`src/rtl/data_mem_controller_pkg.sv`:
```
// Shared definitions for the data-memory controller: FSM state encoding,
// load funct3 codes, store size codes and store lane helpers.
package data_mem_controller_pkg;

   typedef enum logic [1:0] {
      ST_IDLE = 2'd0,
      ST_WAIT = 2'd1,
      ST_DONE = 2'd2
   } state_t;

   // Load funct3 codes (MEM_READ[2:0]); 011/110/111 fall through to word
   localparam logic [2:0] F3_LB  = 3'b000;
   localparam logic [2:0] F3_LH  = 3'b001;
   localparam logic [2:0] F3_LBU = 3'b100;
   localparam logic [2:0] F3_LHU = 3'b101;

   // Store size codes (MEM_WRITE[1:0]); 11 falls through to word
   localparam logic [1:0] SZ_B = 2'b00;
   localparam logic [1:0] SZ_H = 2'b01;

   function automatic logic [3:0] store_be(input logic [1:0] size,
                                           input logic [1:0] offset);
      logic [3:0] be;
      case (size)
         SZ_B:    be = 4'b0001 << offset;
         SZ_H:    be = 4'b0011 << {offset[1], 1'b0};
         default: be = 4'b1111;
      endcase
      return be;
   endfunction

   function automatic logic [31:0] store_lanes(input logic [1:0] size,
                                               input logic [31:0] data);
      logic [31:0] lanes;
      case (size)
         SZ_B:    lanes = {4{data[7:0]}};
         SZ_H:    lanes = {2{data[15:0]}};
         default: lanes = data;
      endcase
      return lanes;
   endfunction

endpackage

```
`src/rtl/data_mem_controller_load_aligner.sv`:
```
// load_aligner: picks the addressed byte/half lane out of a read word and
// sign- or zero-extends it to 32 bits.
// Ports:
//   rdata  in  32  word returned by the backing memory
//   offset in  2   byte offset of the load address
//   funct3 in  3   load funct3 code
//   result out 32  extended load value
module load_aligner
   import data_mem_controller_pkg::*;
(
   input  logic [31:0] rdata,
   input  logic [1:0]  offset,
   input  logic [2:0]  funct3,
   output logic [31:0] result
);

   logic [7:0]  byte_sel;
   logic [15:0] half_sel;

   always_comb begin
      byte_sel = rdata[{offset, 3'b000} +: 8];
      // halves ignore offset[0]: an odd half address reads the containing half
      half_sel = offset[1] ? rdata[31:16] : rdata[15:0];
      case (funct3)
         F3_LB:   result = {{24{byte_sel[7]}}, byte_sel};
         F3_LH:   result = {{16{half_sel[15]}}, half_sel};
         F3_LBU:  result = {24'h0, byte_sel};
         F3_LHU:  result = {16'h0, half_sel};
         default: result = rdata;
      endcase
   end

endmodule

```
`src/rtl/data_mem_controller.sv`:
```
// data_mem_controller: MEM-stage responder that turns a load/store request
// into one word-wide REQ/ACK transaction on the backing memory and returns an
// aligned, extended load result. BUSY stalls the pipeline meanwhile.
// Optional build macro MISALIGN_TRAP_EN: misaligned accesses skip the memory
// and pulse MISALIGNED instead.
// Ports:
//   CLK, RESET            clock, synchronous active-high reset
//   MEM_READ[3:0]         [3] load enable, [2:0] funct3
//   MEM_WRITE[2:0]        [2] store enable, [1:0] size
//   ADDRESS, WRITE_DATA   request address and store data
//   READ_DATA, BUSY       load result and pipeline stall
//   MEM_REQ/WE/ADDR/BE/WDATA/RDATA/ACK   backing-memory port
//   MISALIGNED            (MISALIGN_TRAP_EN only) misalignment pulse
//
// state   | meaning
// IDLE    | waiting for a request; BUSY follows the enables combinationally
// WAIT    | MEM_REQ held with stable command until MEM_ACK
// DONE    | one-cycle release; stalled instruction still presented, ignored
module data_mem_controller
   import data_mem_controller_pkg::*;
#(
   parameter int          ADDR_WIDTH  = 32,
   parameter logic [31:0] RESET_RDATA = 32'h0
) (
   input  logic                  CLK,
   input  logic                  RESET,
   input  logic [3:0]            MEM_READ,
   input  logic [2:0]            MEM_WRITE,
   input  logic [ADDR_WIDTH-1:0] ADDRESS,
   input  logic [31:0]           WRITE_DATA,
   output logic [31:0]           READ_DATA,
   output logic                  BUSY,
   output logic                  MEM_REQ,
   output logic                  MEM_WE,
   output logic [ADDR_WIDTH-1:0] MEM_ADDR,
   output logic [3:0]            MEM_BE,
   output logic [31:0]           MEM_WDATA,
   input  logic [31:0]           MEM_RDATA,
   input  logic                  MEM_ACK
`ifdef MISALIGN_TRAP_EN
   ,
   output logic                  MISALIGNED
`endif
);

   state_t      state;
   logic        req_load;
   logic        req_store;
   logic        req_any;
   logic [1:0]  offset_q;
   logic [2:0]  funct3_q;
   logic [31:0] load_result;

   assign req_load  = MEM_READ[3];
   assign req_store = MEM_WRITE[2];
   assign req_any   = req_load | req_store;

   assign BUSY = !RESET && ((state == ST_IDLE && req_any) || state == ST_WAIT);

`ifdef MISALIGN_TRAP_EN
   logic misalign_req;

   // store wins when both enables are set, so its size decides alignment
   always_comb begin
      misalign_req = 1'b0;
      if (req_store) begin
         case (MEM_WRITE[1:0])
            SZ_B:    misalign_req = 1'b0;
            SZ_H:    misalign_req = ADDRESS[0];
            default: misalign_req = |ADDRESS[1:0];
         endcase
      end else if (MEM_READ[1]) begin
         misalign_req = |ADDRESS[1:0];
      end else if (MEM_READ[0]) begin
         misalign_req = ADDRESS[0];
      end
   end
`endif

   load_aligner u_load_aligner (
      .rdata  (MEM_RDATA),
      .offset (offset_q),
      .funct3 (funct3_q),
      .result (load_result)
   );

   always_ff @(posedge CLK) begin
      if (RESET) begin
         state     <= ST_IDLE;
         MEM_REQ   <= 1'b0;
         MEM_WE    <= 1'b0;
         MEM_ADDR  <= '0;
         MEM_BE    <= 4'b0000;
         MEM_WDATA <= 32'h0;
         READ_DATA <= RESET_RDATA;
         offset_q  <= 2'b00;
         funct3_q  <= 3'b000;
`ifdef MISALIGN_TRAP_EN
         MISALIGNED <= 1'b0;
`endif
      end else begin
         case (state)
            ST_IDLE: begin
               if (req_any) begin
`ifdef MISALIGN_TRAP_EN
                  if (misalign_req) begin
                     state      <= ST_DONE;
                     MISALIGNED <= 1'b1;
                  end else
`endif
                  begin
                     state    <= ST_WAIT;
                     MEM_REQ  <= 1'b1;
                     MEM_WE   <= req_store;
                     MEM_ADDR <= {ADDRESS[ADDR_WIDTH-1:2], 2'b00};
                     offset_q <= ADDRESS[1:0];
                     funct3_q <= MEM_READ[2:0];
                     if (req_store) begin
                        MEM_BE    <= store_be(MEM_WRITE[1:0], ADDRESS[1:0]);
                        MEM_WDATA <= store_lanes(MEM_WRITE[1:0], WRITE_DATA);
                     end else begin
                        MEM_BE    <= 4'b0000;
                        MEM_WDATA <= 32'h0;
                     end
                  end
               end
            end
            ST_WAIT: begin
               if (MEM_ACK) begin
                  state   <= ST_DONE;
                  MEM_REQ <= 1'b0;
                  if (!MEM_WE) READ_DATA <= load_result;
               end
            end
            ST_DONE: begin
               state <= ST_IDLE;
`ifdef MISALIGN_TRAP_EN
               MISALIGNED <= 1'b0;
`endif
            end
            default: state <= ST_IDLE;
         endcase
      end
   end

endmodule
```
`config.mk`:
```
export PLATFORM = sky130hd
export DESIGN_NAME = data_mem_controller
export DESIGN_NICKNAME = d
export VERILOG_FILES = /design/src/rtl/data_mem_controller_pkg.sv /design/src/rtl/data_mem_controller_load_aligner.sv /design/src/rtl/data_mem_controller.sv
export SDC_FILE = /design/constraint.sdc
export NUM_CORES = 1
export LEC_CHECK = 0
export ABC_AREA = 1
export CAP_MARGIN = 15
export CORE_ASPECT_RATIO = 1.4
export CORE_MARGIN = 2
export CORE_UTILIZATION = 48
export DETAILED_ROUTE_END_ITERATION = 8
export PLACE_DENSITY = 0.86
export SLEW_MARGIN = 30
export SYNTH_ARGS = -nofsm -noshare
export SYNTH_HDL_FRONTEND = slang
export SYNTH_HIERARCHICAL = 1
export SYNTH_SLANG_ARGS = --single-unit
```
`constraint.sdc`:
```
create_clock -name CLK -period 4 [get_ports CLK]
set_clock_uncertainty 0.1 [all_clocks]
set_input_delay 1 -clock CLK [delete_from_list [all_inputs] [get_ports CLK]]
set_output_delay 1 -clock CLK [all_outputs]
set_load 0.02 [all_outputs]
```
==> results of run 1 <==
## cell type report
cell class | count | area share [%]
multi-input cells | 584 | 35.5
flip-flops and latches | 107 | 27.9
repair buffers | 214 | 27.6
clock buffers | 9 | 2.94
inverters | 56 | 2.84
well taps | 144 | 2.35
clock inverters | 7 | 0.783
diodes | 1 | 0.0326
## worst paths after layout
path | start | slack, ns | endpoint
worst max-delay path | MEM_WRITE[2] | 0.47 | BUSY
worst min-delay path | MEM_ADDR[22] | 0.36 | MEM_ADDR[22]
worst max register to register | offset_q[1] | 1.70 | READ_DATA[16]
worst min register to register | MEM_ADDR[22] | 0.36 | MEM_ADDR[22]
## stage by stage
stage	hold slack, ns	util, %
after global placement	0.346	65.8
final	0.360	68.3
after global routing	0.374	68.3
after detailed placement	0.351	65.8
after CTS	0.363	68.3
after floorplan	0.353	-
## synthesized netlist by cell type (2+ instances only)
master,number
nand2_1,205
nor2_1,124
dfxtp_1,107
nand3_1,86
a21oi_1,59
inv_1,51
o21ai_0,42
clkbuf_1,22
nand3_2,15
a21boi_0,14
buf_2,14
buf_4,11
buf_6,10
nand2_2,10
a22oi_1,7
inv_2,4
or2_2,4
nor2_4,3
or2_1,3
a21boi_1,2
buf_1,2
nand2_4,2
nor3_2,2
## logic make-up (layout without fill, tap and decap cells)
family	after synthesis	in the layout	share of synthesized area, %
buffers and inverters	116	286	10.8
flip-flops	107	107	39.3
other	1	3	0.0688
AND/OR/NAND/NOR	457	457	37.3
AO/OA/AOI/OAI	125	125	12.6
## routing by layer
layer | vias up | track usage, % | wire (um) | share of wire [%]
met5 | - | 0 | 0 | 0
met4 | 0 | 11.6 | 556 | 3.4
met3 | 40 | 5.31 | 1230 | 7.6
met2 | 262 | 43.2 | 8230 | 51
met1 | 2599 | 30.2 | 6230 | 38
li1 | 2888 | - | - | -
## cell usage in the layout (no fill, tap or decap), types with 8 or more instances in the layout
cell type | Yosys | final
inv_1 | 51 | 51
nand3_1 | 86 | 86
a21boi_0 | 14 | 14
clkbuf_16 | 0 | 9
clkdlybuf4s50_1 | 0 | 205
buf_4 | 11 | 8
nand2_2 | 10 | 10
nor2_1 | 124 | 124
nand2_1 | 205 | 205
nand3_2 | 15 | 15
dfxtp_1 | 107 | 107
o21ai_0 | 42 | 42
a21oi_1 | 59 | 59
## state kept, by name, summed over array words and instances (netlist names)
register	cells
MEM_ADDR	30
MEM_BE	4
MEM_REQ	1
MEM_WDATA	32
MEM_WE	1
READ_DATA	32
funct3_q	3
offset_q	2
state	2
## power groups by stage
stage / registers, mW / clock network [mW] / logic [mW]
final: 1.20 / 0.861 / 0.794
after global placement: 1.22 / 0 / 0.782
after CTS: 1.20 / 0.881 / 0.795
after floorplan: 1.30 / 0 / 0.393
after detailed placement: 1.22 / 0 / 0.790
after global routing: 1.20 / 0.914 / 0.865
## worst max-delay path: cells and delay by family
| kind | cells | cell delay [ns] |
|---|---|---|
| compound gates | 1 | 0.13 |
| buf+inv | 3 | 1.17 |
| simple gates | 2 | 0.13 |
==> reports/qor.txt, run 1 <==
IO Pins -> 209
Core Area -> 11200 um2
H-tree levels -> 3
Worst EP arrival -> 2.43 ns
Fillers -> 977
Final setup violation count -> 0
Mapped Cells -> 806
Worst-path cell chain -> clkdlybuf4s50_1, inv_2, nand2_2, nand2_2, a21oi_1, clkdlybuf4s50_1
Vias after detailed routing -> 5789
Clk slew on worst S/H paths -> 0.07 ns
Post-route setup TNS -> 0 ns
Maximum clock frequency -> 0.283 GHz
Sw Pwr -> 918 uW
Int Power -> 1.93 mW
Worst path max stage delay -> 0.62 ns
CTS tree -> done
PostCTS Resize Cnt -> 0
Tcrit/Tclk final -> 88.2%
CTS max path bufs -> 2
Worst-margin pin slew -> 0.826 ns
Die H -> 130 um
Mean post-synth cell area -> 6.76 um2
GRT Util Overall -> 25.2%
Combinational share of power -> 27.8%
Design Power -> 2.85 mW
Seq/Total Area, Yosys -> 39.3%
Switching share of power -> 32.2%
Layout cell share with drive strength beyond 1 -> 6.96%
Hold Path Depth -> 2
Ys flop type -> dfxtp_1
Total wire length -> 16.3 mm
Nets -> 1078
Synth async-reset ratio -> 0%
Min Tclk post-route -> 3.53 ns
Rows -> 46
Area grow syn2layout -> 40.7%
Placed cell area -> 7380 um2
Pre-CTS setup slack -> 0.486 ns
Syn Std Cell Area -> 5450 um2
WP data required -> 2.90 ns
Clock power share -> 30.2%
Pin count of the biggest net entering global routing -> 77
Hold Vio Cnt, Final -> 0
First-pass iteration count of the detailed router -> 5
RSZ-0062 raised after global routing -> false
CP max FO -> 2
# DRC -> 0
WL/cell -> 14.5 um
Postcts setup bufs -> 0
Peak VDD IR -> 0.288 mV
Worst Hold Class -> reg2reg
Placed Cells -> 1105
Starting Density -> 48.6%
CP Capture Type -> output port
Pleak -> 3.28 nW
Max Slew Vio Count -> 0
Yosys top cell by area -> dfxtp_1
Multi-input logic area -> 2730 um2
Clock Tree Root -> clkbuf_16
Final ANT Viol Nets -> 0
DPL Wire Length -> 11.3 mm
Rel. slew slack -> 44.9%
CP Launch Type -> primary input
First-pass GRT wire length -> 24.6 mm
Part of the power in registers -> 41.9%
Die X-Extent -> 94.1 um
Power Dens Cells -> 372 nW/um2
Critical Path Slowest Stage Cell -> clkdlybuf4s50_1
Reg area -> 2140 um2
Gpl congestion -> 0.911
R2r worst-path depth -> 7
Crit Path Class -> in2out
Vias per inst -> 5.16
Hold Buf Count CTS -> 0
DRT iter0 DRCs -> 291
Max_cap viols -> 0
Vias in the first global route -> 5096
Final Non-Filler Cells -> 1122
Design Area, Final -> 7670 um2
Worst setup margin -> 0.470 ns
Share of the synthesized area in the top cell type -> 39.3%
IO buf count -> 206
Post-synth EDFFs -> 0
Initial antenna violation count -> 0
Outcome -> completed
Worst skew pair latency -> 0.34 ns
Die area -> 12200 um2
CTS buffer count -> 9
Most area-consuming cells after synthesis -> dfxtp_1 39%, nand2_1 14%, nor2_1 8.5%
Flops & latches, synth -> 107
Remaining Overflow, GRT -> 0
Distinct cells, synth -> 30
Sink Count -> 107
Synth warnings -> 6
Note: power is estimated with default switching activity, not from simulation.
==> inputs of run 2 (changes only) <==
--- a/config.mk
+++ b/config.mk
@@ -12,6 +12,7 @@
 export CORE_UTILIZATION = 48
 export DETAILED_ROUTE_END_ITERATION = 8
 export PLACE_DENSITY = 0.86
+export REMOVE_ABC_BUFFERS = 1
 export SLEW_MARGIN = 30
 export SYNTH_ARGS = -nofsm -noshare
 export SYNTH_HDL_FRONTEND = slang
==> reports/qor.txt, run 2 (synthesized netlist as in run 1, its figures left out) <==
Outcome -> completed (unchanged)
H-tree levels -> 3 (unchanged)
Die H -> 130 um (unchanged)
Peak VDD IR -> 0.298 mV (was 0.288 mV)
Placed Cells -> 1105 (unchanged)
Design Power -> 2.88 mW (was 2.85 mW)
Tcrit/Tclk final -> 87.8% (was 88.2%)
DRT iter0 DRCs -> 265 (was 291)
Rows -> 46 (unchanged)
CTS max path bufs -> 2 (unchanged)
Critical Path Slowest Stage Cell -> clkdlybuf4s50_1 (unchanged)
Remaining Overflow, GRT -> 0 (unchanged)
Clk slew on worst S/H paths -> 0.07 ns (about the same)
Crit Path Class -> in2out (unchanged)
Die area -> 12200 um2 (unchanged)
IO Pins -> 209 (unchanged)
Hold Vio Cnt, Final -> 0 (unchanged)
Worst Hold Class -> reg2reg (unchanged)
DPL Wire Length -> 11.3 mm (about the same)
Max_cap viols -> 0 (unchanged)
Maximum clock frequency -> 0.285 GHz (was 0.283 GHz)
Postcts setup bufs -> 0 (unchanged)
Sink Count -> 107 (unchanged)
Pre-CTS setup slack -> 0.491 ns (was 0.486 ns)
Vias per inst -> 5.08 (was 5.16)
Worst setup margin -> 0.488 ns (was 0.470 ns)
Starting Density -> 48.6% (unchanged)
CP Capture Type -> output port (unchanged)
Vias after detailed routing -> 5699 (was 5789)
CTS tree -> done (unchanged)
Die X-Extent -> 94.1 um (unchanged)
RSZ-0062 raised after global routing -> false (unchanged)
IO buf count -> 206 (unchanged)
Clock Tree Root -> clkbuf_16 (unchanged)
Worst-path cell chain -> clkdlybuf4s50_1, inv_2, nand2_2, nand2_2, a21oi_1, clkdlybuf4s50_1 (unchanged)
Most frequent cells in the layout -> 205 x nand2_1, 205 x clkdlybuf4s50_1, 124 x nor2_1 (unchanged)
Vias in the first global route -> 5446 (was 5096)
Initial antenna violation count -> 0 (unchanged)
Worst-margin pin slew -> 0.817 ns (was 0.826 ns)
# DRC -> 0 (unchanged)
Core Area -> 11200 um2 (unchanged)
Largest regs -> MEM_WDATA (32), READ_DATA (32), MEM_ADDR (30) (unchanged)
Rel. slew slack -> 45.5% (was 44.9%)
Gpl congestion -> 0.914 (was 0.911)
WP data required -> 2.90 ns (about the same)
WL/cell -> 14.3 um (was 14.5 um)
First-pass GRT wire length -> 25.3 mm (was 24.6 mm)
First-pass iteration count of the detailed router -> 5 (unchanged)
Post-route setup TNS -> 0 ns (unchanged)
Hold WS -> 0.363 ns (was 0.360 ns)
PostCTS Resize Cnt -> 0 (unchanged)
Min Tclk post-route -> 3.51 ns (was 3.53 ns)
GRT Util Overall -> 25.9% (was 25.2%)
Worst skew pair latency -> 0.34 ns (about the same)
CP Launch Type -> primary input (unchanged)
Pin count of the biggest net entering global routing -> 77 (unchanged)
CTS buffer count -> 9 (unchanged)
Final ANT Viol Nets -> 0 (unchanged)
Area grow syn2layout -> 41.0% (was 40.7%)
Pleak -> 3.27 nW (was 3.28 nW)
Power Dens Cells -> 375 nW/um2 (was 372 nW/um2)
Nets -> 1078 (unchanged)
Worst path max stage delay -> 0.62 ns (about the same)
CP max FO -> 2 (unchanged)
Final setup violation count -> 0 (unchanged)
Final Non-Filler Cells -> 1122 (unchanged)
Total wire length -> 16.0 mm (was 16.3 mm)
Max Slew Vio Count -> 0 (unchanged)
Layout cell share with drive strength beyond 1 -> 6.96% (unchanged)
Hold Buf Count CTS -> 0 (unchanged)
Worst EP arrival -> 2.41 ns (was 2.43 ns)
[run 2: cell count changes in the layout (fill, tap and decap cells not counted), sizes merged]
cell / delta
clkinv: -2
clkinvlp: +3
bufinv: +1
inv: -2
[run 2: worst paths after layout]
| check | to | cells after the start | slack (ns) | start |
|---|---|---|---|---|
| setup / recovery | BUSY | 6 | 0.49 | MEM_WRITE[2] |
| hold reg to reg | MEM_ADDR[21] | 2 | 0.36 | MEM_ADDR[21] |
| setup reg to reg | READ_DATA[20] | 7 | 1.74 | offset_q[1] |
| hold / removal | MEM_ADDR[21] | 2 | 0.36 | MEM_ADDR[21] |
[run 2: metal layers]
layer	track usage (%)	vias up	share of wire, %
li1	-	2888	-
met1	28.2	2532	37
met2	43.9	235	49
met3	10.9	44	11
met4	11.3	0	3.3
met5	0	-	0
[run 2: final cells by class]
cell class	count	area, um2
clock buffer	9	225
multi-input combinational	584	2730
timing repair buffer	214	2120
sequential	107	2140
inverter	56	218
clock inverter	7	76.3
antenna	1	2.50
fill	994	3540
tap	144	180
[run 2: through the flow]
stage | util (%) | instance area (um2)
floorplan | - | 5080
global placement | 65.8 | 7380
detailed placement | 65.8 | 7380
CTS | 68.5 | 7680
global route | 68.5 | 7680
finish | 68.5 | 7690
[run 2: worst max-delay path, delay by kind of cell]
kind | cells | cell delay (ns)
buf+inv | 3 | 1.17
simple gates | 2 | 0.12
compound gates | 1 | 0.12
[run 2: report_power, final]
part	switching, mW	internal [mW]
registers	0.0504	1.15
clock network	0.411	0.488
logic	0.433	0.353
==> inputs of run 3 (changes only) <==
--- a/config.mk
+++ b/config.mk
@@ -6,7 +6,7 @@
 export NUM_CORES = 1
 export LEC_CHECK = 0
 export ABC_AREA = 1
-export CAP_MARGIN = 15
+export CAP_MARGIN = 40
 export CORE_ASPECT_RATIO = 1.4
 export CORE_MARGIN = 2
 export CORE_UTILIZATION = 48
==> results of run 3 <==
Same layout as run 2: the final DEF is identical, and so are final timing and power.
==> patch 1: new RTL, config.mk and constraints of run 1 <==
Change the parameter `ADDR_WIDTH` from 32 to 36.
--- a/src/rtl/data_mem_controller.sv
+++ b/src/rtl/data_mem_controller.sv
@@ -19,7 +19,7 @@
 module data_mem_controller
    import data_mem_controller_pkg::*;
 #(
-   parameter int          ADDR_WIDTH  = 32,
+   parameter int          ADDR_WIDTH  = 36,
    parameter logic [31:0] RESET_RDATA = 32'h0
 ) (
    input  logic                  CLK,
Interface: changed (resized ADDRESS and MEM_ADDR); port bits go from 209 to 217. No check against the original RTL was run, so the function may have changed too.
==> patch 1 against run 1 <==
Sequential cell count is 4 higher; sequential power is 3% higher; power is 3.7% higher; cell area is 3.1% higher; wire length is 1.5% higher; global-route usage is 0.34 points higher; count of clock-buffer cells in the layout stayed put; die area is 2.2% higher; clock power is 4.3% higher; worst setup slack better by 0.010 ns; non-clock buffer count is 9 higher; area after synthesis is 2.2% higher.
==> patch 1: results (changes against run 1) <==
- Status: finished clean
- Non-filler cells, final: 1,146 (+2.1%)
- Global-route wire length before repair: 25,700 um (+4.2%)
- Highest Signal Layer: met4
- Number of stages on the worst hold path: 2 (unchanged)
- Routed length on met1: 6390 um (+2.5%)
- GP Congestion: 0.955 (+4.8%)
- Average wire length per cell after detail routing: 14.4 um (-0.63%)
- Flop-to-flop setup slack: 1.71 ns
- Registers with the most flip-flops: MEM_ADDR: 34 flops, MEM_WDATA: 32 flops, READ_DATA: 32 flops
- Fraction of layout instances using a drive strength above 1: 6.79% (-0.17 points)
- Post-CTS Resized: 0 (unchanged)
- Worst Hold Margin: 0.361 ns (+0.00121 ns)
- Router iterations before antenna repair: 7 (+2)
- I/O Buffers: 214 (+3.9%)
- GRT Overall Usage: 25.6% (+0.34 points)
- Hold path startpoint: MEM_ADDR[3]$_SDFFE_PP0P_
- Post-synthesis sequential area ratio: 39.9% (+0.57 points)
- Cell types with the largest area share after synthesis: sky130_fd_sc_hd__dfxtp_1 40%, sky130_fd_sc_hd__nand2_1 14%, sky130_fd_sc_hd__nor2_1 8.4%
- Capture endpoint of the worst hold path: MEM_ADDR[3]$_SDFFE_PP0P_
- Most used flip-flop cell after synthesis: sky130_fd_sc_hd__dfxtp_1
- Compound-Gate Fraction of Synth Area: 12.7% (+0.082 points)
- Synth Instances: 823 (+2.1%)
- Initial DRC Count: 299 (+2.7%)
- Largest vdd supply drop: 0.000381 V (+33%)
- Highest net fanout along the worst path: 2 (unchanged)
- Via count of the first global-routing pass: 5,326 (+4.5%)
- Total placed instance area: 7600 um2 (+3.0%)
- Number of warnings reported in the yosys synthesis log: 6 (unchanged)
- Pre-CTS WS: 0.488 ns (+0.00229 ns)
- Capture instance of the worst register-to-register path: READ_DATA[24]$_SDFFE_PP0P_
- Number of cells traversed by the worst register-to-register path: 7 (unchanged)
- CTS Root Buffer Type: sky130_fd_sc_hd__clkbuf_16
- Top cells by instance count after synthesis: 211 x sky130_fd_sc_hd__nand2_1, 124 x sky130_fd_sc_hd__nor2_1, 111 x sky130_fd_sc_hd__dfxtp_1
- Relative slew margins: 45.0% (+0.096 points)
- Count of vias placed by the detailed router: 5,820 (+0.54%)
- Total length of routed met3 wires: 1240 um (+0.57%)
- GR met1 Demand/Resource: 29.1% (-1.2 points)
- Crit path max-delay cell type: sky130_fd_sc_hd__clkdlybuf4s50_1
- Classification of the worst-slack hold path: reg -> reg
- Antenna cells: 0 (-1)
- Reg-to-reg critical path startpoint: offset_q[1]$_SDFFE_PP0P_
- Half-perimeter wire length after detailed placement: 11,800 um (+4.0%)
- Leakage power total: 3.37 nW (+2.8%)
- Met2 Use GR: 45.0% (+1.8 points)
- Detailed route wirelength on metal2: 8400 um (+2.0%)
- TritonCTS Buffers: 9 (unchanged)
- Met3 GRT Util: 6.65% (+1.3 points)
- Largest net degree at the start of global routing: 80 (+3.9%)
- Yosys cell types: 31 (+3.3%)
-- patch 1: cell types whose count changed after synthesis, moves of 4 or more --
cell                       before  now
sky130_fd_sc_hd__dfxtp_1      107  111
sky130_fd_sc_hd__o21ai_0       42   29
sky130_fd_sc_hd__a21oi_1       59   63
sky130_fd_sc_hd__o21ai_1        0   13
sky130_fd_sc_hd__nand3_1       86   90
sky130_fd_sc_hd__nand2_1      205  211
sky130_fd_sc_hd__clkbuf_1      22   28
-- patch 1: worst max-delay path by stage --
stage | cells after the start | slack (ns) | to
finish | 6 | 0.48 | BUSY
global route | 6 | 0.39 | BUSY
floorplan | 7 | 0.91 | BUSY
CTS | 6 | 0.47 | BUSY
detailed placement | 6 | 0.49 | BUSY
global placement | 6 | 0.52 | BUSY
-- patch 1: critical path: cells and delay by family --
kind | cells | cell delay [ns]
buf+inv | 3 | 1.16
simple gates | 2 | 0.13
compound gates | 1 | 0.13
-- patch 1: power by group --
| part | switching [W] | internal [W] | leakage [nW] |
|---|---|---|---|
| logic | 0.000452 | 0.000365 | 2.31 |
| clock network | 0.000455 | 0.000443 | 0.144 |
| registers | 0.0000511 | 0.00119 | 0.911 |
-- patch 1: cell type report --
type,instances,area (um2)
Clock buffer,9,225
Clock inverter,7,77.6
Fill cell,983,3430
Inverter,56,218
Multi-Input combinational cell,596,2780
Sequential cell,111,2220
Tap cell,144,180
Timing Repair Buffer,223,2200
-- patch 1: logic make-up after synthesis --
kind of cell | count (synthesis)
flops | 111
simple gates | 465
compound gates | 129
buf+inv | 117
other cells | 1
==> patch 2: new RTL, flow settings as in run 1 <==
Without the edit above. Reset style: asynchronous (`RESET`), changed in one clocked block. Comments in the files are not updated.
--- a/src/rtl/data_mem_controller.sv
+++ b/src/rtl/data_mem_controller.sv
@@ -84,7 +84,7 @@
       .result (load_result)
    );
 
-   always_ff @(posedge CLK) begin
+   always_ff @(posedge CLK or posedge RESET) begin
       if (RESET) begin
          state     <= ST_IDLE;
          MEM_REQ   <= 1'b0;
Function: differs if RESET is asserted again (counterexample within 4 cycles, from zero or initial values and one cycle with RESET high); with RESET held inactive, the same outputs for 4 cycles.
==> patch 2 against run 1 <==
Wire length down 5.8%; worst setup slack gained 0.062 ns; first-iteration DRC count decreased by 8.9%; area after synthesis grew 3.5%; sequential cell count unchanged; count of clock-buffer cells in the layout increased by 2; register-to-register slack improved by 0.21 ns; cell area up 4.0%; maximum frequency grew 1.8%.
Power is not compared: it rests on default switching activity, and its combinational part moved more than twofold at a synthesized area within 25%.
==> patch 2: results (changes against run 1) <==
- Status: finished clean
- Via count of the first global-routing pass: 5,038 (-1.1%)
- GP Congestion: 0.872 (-4.3%)
- Bufs w/o clock: 213 (-0.47%)
- Clock buf count: 11 (+2)
- Count of vias placed by the detailed router: 5,327 (-8.0%)
- TritonCTS Buffers: 9 (unchanged)
- Multi-input combinational cell count: 504 (-14%)
- Clock Tree Buf Depth: 2 (unchanged)
- GRT Overall Usage: 24.7% (-0.53 points)
- Routed length on met1: 5540 um (-11%)
- Relative slew margins: 52.9% (+8.0 points)
- Initial DRC Count: 265 (-8.9%)
- Buffering overhead: 26.7% (-0.88 points)
- Global-route wire length before repair: 24,500 um (-0.48%)
- Met3 GRT Util: 5.83% (+0.52 points)
- Multi-input logic portion of the cell area: 29.2% (-6.3 points)
- Final standard cell utilization of the core: 70.0% (+1.6 points)
- Compound-Gate Fraction of Synth Area: 7.78% (-4.8 points)
- Fraction of layout instances using a drive strength above 1: 6.80% (-0.16 points)
- Post-synthesis sequential area ratio: 47.5% (+8.2 points)
- Antenna cells: 0 (-1)
- CTS Root Buffer Type: sky130_fd_sc_hd__clkbuf_16
- Reg-to-reg critical path startpoint: offset_q[1]$_DFFE_PP0P_
- Average wire length per cell after detail routing: 14.3 um (-1.4%)
- Detailed route wirelength on metal2: 8000 um (-2.8%)
- Layout inverter count without the clock tree: 87 (+55%)
- Number of rows in the core area: 46 (unchanged)
- Total placed instance area: 7650 um2 (+3.6%)
- Top cells by instance count after synthesis: 289 x sky130_fd_sc_hd__nand2_1, 107 x sky130_fd_sc_hd__dfrtp_1, 84 x sky130_fd_sc_hd__inv_1
- Total Power: 0.00606 W
- Pre-CTS WS: 0.538 ns (+0.0518 ns)
- Post-synthesis async set-or-reset flop share: 100% (+100 points)
- Cell types with the largest area share after synthesis: sky130_fd_sc_hd__dfrtp_1 47%, sky130_fd_sc_hd__nand2_1 19%, sky130_fd_sc_hd__nand3_1 7.4%
- Largest net degree at the start of global routing: 110 (+43%)
- Total length of routed met3 wires: 1260 um (+1.9%)
- Registers with the most flip-flops: MEM_WDATA: 32 flops, READ_DATA: 32 flops, MEM_ADDR: 30 flops
- Hold path startpoint: READ_DATA[3]$_DFFE_PP0P_
- Yosys cell types: 29 (-3.3%)
- Fraction of area in clock buffers and inverters: 4.02% (+0.30 points)
- GR met1 Demand/Resource: 29.3% (-0.93 points)
- Synth Instances: 742 (-7.9%)
- Net count of the finished layout: 1,028 (-4.6%)
- Met2 Use GR: 42.3% (-0.89 points)
- Total Routed Length: 15,300 um (-5.8%)
- Number of filler cells placed in the layout: 946 (-3.2%)
- Arrival time reported for the critical path endpoint: 2.37 ns (-0.06 ns)
- Source-to-sink clock delay at the later pin of the worst-skew pair: 0.34 ns (about the same)
-- patch 2: cell types whose count changed after synthesis, moves of 14 or more --
cell	run 1	this run
sky130_fd_sc_hd__a21boi_0	14	0
sky130_fd_sc_hd__a21oi_1	59	1
sky130_fd_sc_hd__dfrtp_1	0	107
sky130_fd_sc_hd__dfxtp_1	107	0
sky130_fd_sc_hd__inv_1	51	84
sky130_fd_sc_hd__nand2_1	205	289
sky130_fd_sc_hd__nor2_1	124	9
sky130_fd_sc_hd__o21ai_0	42	59
sky130_fd_sc_hd__o21ai_1	0	14
-- patch 2: final timing paths --
check                                                 end  slack (ns)  cells after the start
min in group asynchronous         MEM_ADDR[3]$_DFFE_PP0P_        1.00                      2
max in group asynchronous        READ_DATA[1]$_DFFE_PP0P_        2.06                      3
worst max-delay path                                 BUSY        0.53                      4
worst min-delay path             READ_DATA[3]$_DFFE_PP0P_        0.37                      2
worst max register to register  READ_DATA[16]$_DFFE_PP0P_        1.91                      7
worst min register to register   READ_DATA[3]$_DFFE_PP0P_        0.37                      2
